===== src/rtl/det_bist_pkg.sv =====
// det_bist_pkg
// Shared definitions for the detector BIST controller:
//   bist_state_t  - controller state encoding
//   INIT_CYCLES   - number of cycles the detector is held in reset before stimulus
package det_bist_pkg;

    localparam int INIT_CYCLES = 2;

    typedef enum logic [2:0] {
        ST_IDLE  = 3'd0,
        ST_INIT  = 3'd1,
        ST_SHIFT = 3'd2,
        ST_DRAIN = 3'd3,
        ST_DONE  = 3'd4
    } bist_state_t;

endpackage


===== src/rtl/det_bist_shreg.sv =====
// det_bist_shreg
// Parallel-in / serial-out shift register used to serialise the stimulus
// pattern, LSB first.
// Ports:
//   clk, rst : clock, asynchronous active-high reset
//   load     : capture din (has priority over shift)
//   shift    : move every bit one place towards bit 0, zero-filling the MSB
//   din      : parallel load value
//   q        : current LSB (next serial bit)
module det_bist_shreg #(
    parameter int W = 16
) (
    input  logic         clk,
    input  logic         rst,
    input  logic         load,
    input  logic         shift,
    input  logic [W-1:0] din,
    output logic         q
);

    logic [W-1:0] data_reg;
    logic [W-1:0] data_next;

    genvar gi;
    generate
        for (gi = 0; gi < W; gi++) begin : g_bit
            if (gi == W - 1) begin : g_top
                assign data_next[gi] = load ? din[gi] : (shift ? 1'b0 : data_reg[gi]);
            end else begin : g_mid
                assign data_next[gi] = load ? din[gi] : (shift ? data_reg[gi+1] : data_reg[gi]);
            end
        end
    endgenerate

    always_ff @(posedge clk or posedge rst) begin
        if (rst) begin
            data_reg <= '0;
        end else begin
            data_reg <= data_next;
        end
    end

    assign q = data_reg[0];

endmodule


===== src/rtl/det_bist_ctrl.sv =====
// det_bist_ctrl
// Built-in self test controller for a serial pattern detector. On start it
// resets the detector, drives len pattern bits (LSB first) into it, counts
// the cycles on which the detector reports a match and pulses done.
// Ports:
//   clk, rst   : clock, asynchronous active-high reset
//   start      : run request (only honoured in IDLE)
//   pattern    : stimulus bits, captured on start
//   len        : number of bits to drive, 0 or >PAT_W means PAT_W
//   det_out    : detector output under test
//   abort      : (only when DET_BIST_ABORT_EN is defined) cancel a running test
//   det_in     : serial stimulus to the detector
//   det_rstn   : active-low detector reset
//   busy       : run in progress (INIT, SHIFT, DRAIN)
//   done       : one-cycle completion pulse
//   match_cnt  : number of det_out=1 samples in the last run
// Optional feature macro: DET_BIST_ABORT_EN adds the abort input.
module det_bist_ctrl
    import det_bist_pkg::*;
#(
    parameter int PAT_W = 16,
    parameter int LEN_W = $clog2(PAT_W) + 1,
    parameter int CNT_W = $clog2(PAT_W + 1)
) (
    input  logic             clk,
    input  logic             rst,
    input  logic             start,
    input  logic [PAT_W-1:0] pattern,
    input  logic [LEN_W-1:0] len,
    input  logic             det_out,
`ifdef DET_BIST_ABORT_EN
    input  logic             abort,
`endif
    output logic             det_in,
    output logic             det_rstn,
    output logic             busy,
    output logic             done,
    output logic [CNT_W-1:0] match_cnt
);

    localparam logic [LEN_W-1:0] LEN_MAX   = LEN_W'(PAT_W);
    localparam logic [LEN_W-1:0] INIT_LAST = LEN_W'(INIT_CYCLES - 1);

    bist_state_t      state_reg;
    logic [LEN_W-1:0] cyc_reg;
    logic [LEN_W-1:0] len_reg;
    logic [CNT_W-1:0] match_cnt_reg;
    logic             det_in_reg;
    logic             det_rstn_reg;
    logic             busy_reg;
    logic             done_reg;

    logic [LEN_W-1:0] len_clamped;
    logic             sh_load;
    logic             sh_shift;
    logic             sh_q;
    logic             abort_hit;
    logic             shift_last;

    always_comb begin
        len_clamped = len;
        if (len == '0 || len > LEN_MAX) begin
            len_clamped = LEN_MAX;
        end
    end

    assign shift_last = (cyc_reg == len_reg - LEN_W'(1));

`ifdef DET_BIST_ABORT_EN
    assign abort_hit = abort && (state_reg == ST_INIT || state_reg == ST_SHIFT ||
                                 state_reg == ST_DRAIN);
`else
    assign abort_hit = 1'b0;
`endif

    // The shifter LSB always holds the bit that goes out on the next SHIFT
    // cycle: it advances when leaving INIT and on every non-final SHIFT cycle.
    assign sh_load  = (state_reg == ST_IDLE) && start;
    assign sh_shift = ((state_reg == ST_INIT) && (cyc_reg == INIT_LAST)) ||
                      ((state_reg == ST_SHIFT) && !shift_last);

    det_bist_shreg #(
        .W (PAT_W)
    ) u_shreg (
        .clk   (clk),
        .rst   (rst),
        .load  (sh_load),
        .shift (sh_shift),
        .din   (pattern),
        .q     (sh_q)
    );

    always_ff @(posedge clk or posedge rst) begin
        if (rst) begin
            state_reg     <= ST_IDLE;
            cyc_reg       <= '0;
            len_reg       <= '0;
            match_cnt_reg <= '0;
            det_in_reg    <= 1'b0;
            det_rstn_reg  <= 1'b0;
            busy_reg      <= 1'b0;
            done_reg      <= 1'b0;
        end else begin
            done_reg <= 1'b0;
            if (abort_hit) begin
                // Partial match count is deliberately kept
                state_reg    <= ST_IDLE;
                cyc_reg      <= '0;
                det_in_reg   <= 1'b0;
                det_rstn_reg <= 1'b1;
                busy_reg     <= 1'b0;
            end else begin
                case (state_reg)
                    ST_IDLE: begin
                        det_in_reg <= 1'b0;
                        busy_reg   <= 1'b0;
                        if (start) begin
                            state_reg     <= ST_INIT;
                            len_reg       <= len_clamped;
                            match_cnt_reg <= '0;
                            cyc_reg       <= '0;
                            det_rstn_reg  <= 1'b0;
                            busy_reg      <= 1'b1;
                        end else begin
                            det_rstn_reg  <= 1'b1;
                        end
                    end
                    ST_INIT: begin
                        if (cyc_reg == INIT_LAST) begin
                            state_reg    <= ST_SHIFT;
                            cyc_reg      <= '0;
                            det_in_reg   <= sh_q;
                            det_rstn_reg <= 1'b1;
                        end else begin
                            cyc_reg <= cyc_reg + LEN_W'(1);
                        end
                    end
                    ST_SHIFT: begin
                        // Detector output lags det_in by one cycle, so the
                        // first SHIFT cycle carries no valid sample.
                        if (cyc_reg != '0) begin
                            match_cnt_reg <= match_cnt_reg + CNT_W'(det_out);
                        end
                        if (shift_last) begin
                            state_reg  <= ST_DRAIN;
                            det_in_reg <= 1'b0;
                        end else begin
                            cyc_reg    <= cyc_reg + LEN_W'(1);
                            det_in_reg <= sh_q;
                        end
                    end
                    ST_DRAIN: begin
                        // Collects the response to the final stimulus bit
                        match_cnt_reg <= match_cnt_reg + CNT_W'(det_out);
                        state_reg     <= ST_DONE;
                        det_in_reg    <= 1'b0;
                        busy_reg      <= 1'b0;
                        done_reg      <= 1'b1;
                    end
                    ST_DONE: begin
                        state_reg <= ST_IDLE;
                    end
                    default: begin
                        state_reg    <= ST_IDLE;
                        cyc_reg      <= '0;
                        det_in_reg   <= 1'b0;
                        det_rstn_reg <= 1'b1;
                        busy_reg     <= 1'b0;
                    end
                endcase
            end
        end
    end

    assign det_in    = det_in_reg;
    assign det_rstn  = det_rstn_reg;
    assign busy      = busy_reg;
    assign done      = done_reg;
    assign match_cnt = match_cnt_reg;

endmodule

===== config.mk =====
export PLATFORM = sky130hd
export DESIGN_NAME = det_bist_ctrl
export DESIGN_NICKNAME = d
export VERILOG_FILES = /design/src/rtl/det_bist_pkg.sv /design/src/rtl/det_bist_shreg.sv /design/src/rtl/det_bist_ctrl.sv
export SDC_FILE = /design/constraint.sdc
export NUM_CORES = 1
export LEC_CHECK = 0
export CORE_MARGIN = 2
export CORE_UTILIZATION = 53
export DETAILED_ROUTE_END_ITERATION = 16
export MAX_ROUTING_LAYER = met4
export PLACE_DENSITY = 0.88
export SLEW_MARGIN = 20
export SYNTH_ARGS = -nofsm -noshare
export SYNTH_HDL_FRONTEND = slang
export SYNTH_SLANG_ARGS = --single-unit

===== constraint.sdc =====
create_clock -name clk -period 2.5 [get_ports clk]
set_input_delay 0.625 -clock clk [delete_from_list [all_inputs] [get_ports clk]]
set_output_delay 0.625 -clock clk [all_outputs]
set_load 0.005 [all_outputs]

==> flow_summary_export.csv <==
group,metric,value,unit
finish,largest_reg_flops,16,
floorplan,io_pins,34,
setup_path,critPathKind,"flop to flop",
clock_tree,cts.clk_slew.worst_paths,80,ps
clock_tree,cts_tree,"yes",
setup_path,timing.rr.end,"u_shreg.data_reg[8]",
setup_path,rr_worst_depth,9,
timing,fin_crit,2350,ps
global_routing,grt_max_degree,39,
timing,setup_violations,0,
timing,finalHoldViolCount,0,
hold_path,min-delay-start,"match_cnt[0]",
timing,fin_ws,148,ps
yosys,synth_top_area_share,45.9,%
finish,final_nets,265,
clock_tree,ctsLongestPathBuffers,2,
global_routing,antenna_found_initial,0,
timing,relSlewSlack,67.6,%
setup_path,reg2reg_from,"len_reg[0]",
clock_tree,cts_buffers,5,
setup_path,critPathMaxFanout,15,
floorplan,fp.dieH,66.5,um
timing,slew_violations,0,
global_routing,grt_use_total,22.6,%
drt,dr_wl_met3,226,um
finish,diodes,0,
yosys,synth_area_leaders,"dfrtp_1 (46%), o221a_2 (8.2%), nand2b_1 (4.8%), ha_1 (4.2%), nand2_1 (3.1%)",
power_and_ir_drop,vdd_drop_max,685,uV
drt,routed_wl,4530,um
drt,vias,1645,
hold_path,min_to,"match_cnt[0]",
drt,drc_errors,0,
yosys,seq_area_frac_synth,45.9,%
clock_tree,clock-sinks,38,
place,port_buffers,33,
yosys,ys_types,46,
clock_tree,root_buffer,"clkbuf_8",
drt,routed.top_layer,"met4",
yosys,synth-main-ff-cell,"dfrtp_1",
hold_path,hold_depth,2,
floorplan,dieArea,4420,um2
yosys,synthCells,198,
floorplan,row_count,22,
drt,vias_per_cell,5.83,
drt,wl_per_cell,16.1,um
global_routing,grt_pass1_vias,1545,
hold_path,holdCritPathClass,"flop to flop",
status,status,"finished clean",
yosys,synth_fp_nets,230,
power_and_ir_drop,power_density,1140,nW/um2
timing,finalSetupTns,0,ps
global_routing,grt.overflow.total,0,
drt,firstDrtPassIters,4,
finish,drive_gt1_share,15.8,%
drt,drtIter0Drc,130,
drt,wl_met1,1950,um
yosys,async_flop_share,100,%
timing,max_freq,0.425,GHz
place,hpwl,3090,um
global_routing,grt_pass1_wl,7330,um
yosys,ys_seq_elements,38,
finish,syn_to_final_growth,22.4,%
setup_path,startpoint_type,"flop",
drt,postRouteAntennaNets,0,
place,place_ws,134,ps
setup_path,arrival,2580,ps
yosys,synth_area_per_cell,10.5,um2
setup_path,r2r_setup_slack,150,ps
place,gp_congestion,0.841,
run,cap_violations,0,
yosys,netlist_area,2070,um2
power_and_ir_drop,power_leakage,0.00107,uW
clock_tree,htreeDepth,2,
setup_path,critPathCaptureType,"flop",
timing,rsz0062_at_grt,"no",
timing,fin_worst_skew,5.32,ps
drt,wl_met2,2270,um
timing,min_period_over_period,94.1,%
floorplan,die_w,66.5,um
setup_path,required,2730,ps
timing,worst_pin_slew,486,ps
yosys,yosysWarnings,0,
yosys,synth_area_leader_cell,"dfrtp_1",
floorplan,coreArea,3720,um2
floorplan,start_util,55.7,%
clock_tree,cts_setup_buffers,0,
yosys,synth-edff-count,0,
clock_tree,insertion_delay,290,ps
worst max-delay path, stage by stage (launching register included):
cell,delay (ps)
dfrtp_1,410
inv_1,120
ha_1,260
and3_1,180
o22ai_1,80
a2111o_1,530
a21oi_2,190
or2_1,110
buf_4,190
o221a_2,210
worst max-delay path by stage:
stage	start	to	slack (ps)	cells after the start
floorplan	len_reg[0]	u_shreg.data_reg[0]	380	9
global placement	len_reg[0]	u_shreg.data_reg[3]	190	8
detailed placement	len_reg[0]	u_shreg.data_reg[10]	130	8
CTS	len_reg[0]	u_shreg.data_reg[8]	100	8
global route	len_reg[0]	u_shreg.data_reg[1]	20	9
finish	len_reg[0]	u_shreg.data_reg[8]	150	9
synthesized netlist by cell type (all sizes together), types with 2 or more instances:
master	number
dfrtp	38
nand2	17
nand2b	16
o221a	15
nor2	13
inv	11
o21ai	9
a21oi	8
ha	7
clkbuf	6
nand3	6
xor2	6
buf	5
nor3	5
nand3b	4
xnor2	4
a21boi	2
a22o	2
nand4	2
o31ai	2
or3	2
stage by stage:
stage / area, um2 / instances / utilization [%] / total power (uW) / hold WS, ps
after floorplan: 2070 / 198 / - / 2060 / 467
after global placement: 2410 / 274 / 64.8 / 2250 / 487
after detailed placement: 2410 / 274 / 64.8 / 2320 / 497
after CTS: 2520 / 282 / 67.9 / 2860 / 519
after global routing: 2530 / 282 / 68.2 / 3090 / 560
final: 2530 / 282 / 68.2 / 2890 / 515
what timing repair did:
action                                 CTS  global route
setup endpoints to repair                0            17
resized for setup                        0             2
endpoints found under the hold margin    0             0
hold buffers                             0             0
power breakdown:
part           internal, uW  switching, uW  leakage [uW]
clock network           297            237     0.0000504
logic                   648            636      0.000554
registers               850            225      0.000467
total                  1800           1100       0.00107
area by class of cell:
class | instances | area, um2
fillers | 294 | 1180
multi-input cells | 137 | 990
flip-flops and latches | 38 | 951
repair buffers | 39 | 375
clock buffers | 5 | 68.8
well taps | 48 | 60.1
clock inverters | 3 | 45.0
inverters | 12 | 45.0
placed cells by master, fill, tap and decap left out, types with 4 or more instances in the layout:
cell type	Yosys	final
dfrtp_1	38	38
clkdlybuf4s50_1	0	33
nand2_1	17	17
nand2b_1	16	16
o221a_2	15	15
nor2_1	12	12
inv_1	11	11
o21ai_0	9	9
ha_1	7	7
nand3_1	6	6
buf_4	0	6
a21oi_1	6	5
xor2_1	5	5
clkbuf_8	2	5
nor3_1	5	4
xnor2_1	4	4
nand3b_1	4	4
logic make-up after synthesis:
group                      count (synthesis)  synth area share (%)
xor gates and xnor gates                  10                  4.59
muxes                                      2                  1.03
DFF                                       38                  45.9
adders and majority gates                  7                  4.23
AOI/OAI and AO/OA                         49                  19.5
and+or+nand+nor                           69                  17.6
buffers and inverters                     23                  7.07
layer usage:
| metal | up-vias | track usage, % |
|---|---|---|
| met4 | 0 | 9.95 |
| li1 | 774 | - |
| met3 | 8 | 4.39 |
| met5 | - | - |
| met2 | 44 | 34.4 |
| met1 | 819 | 29.6 |
No activity file was read; power rests on OpenSTA's default activity.
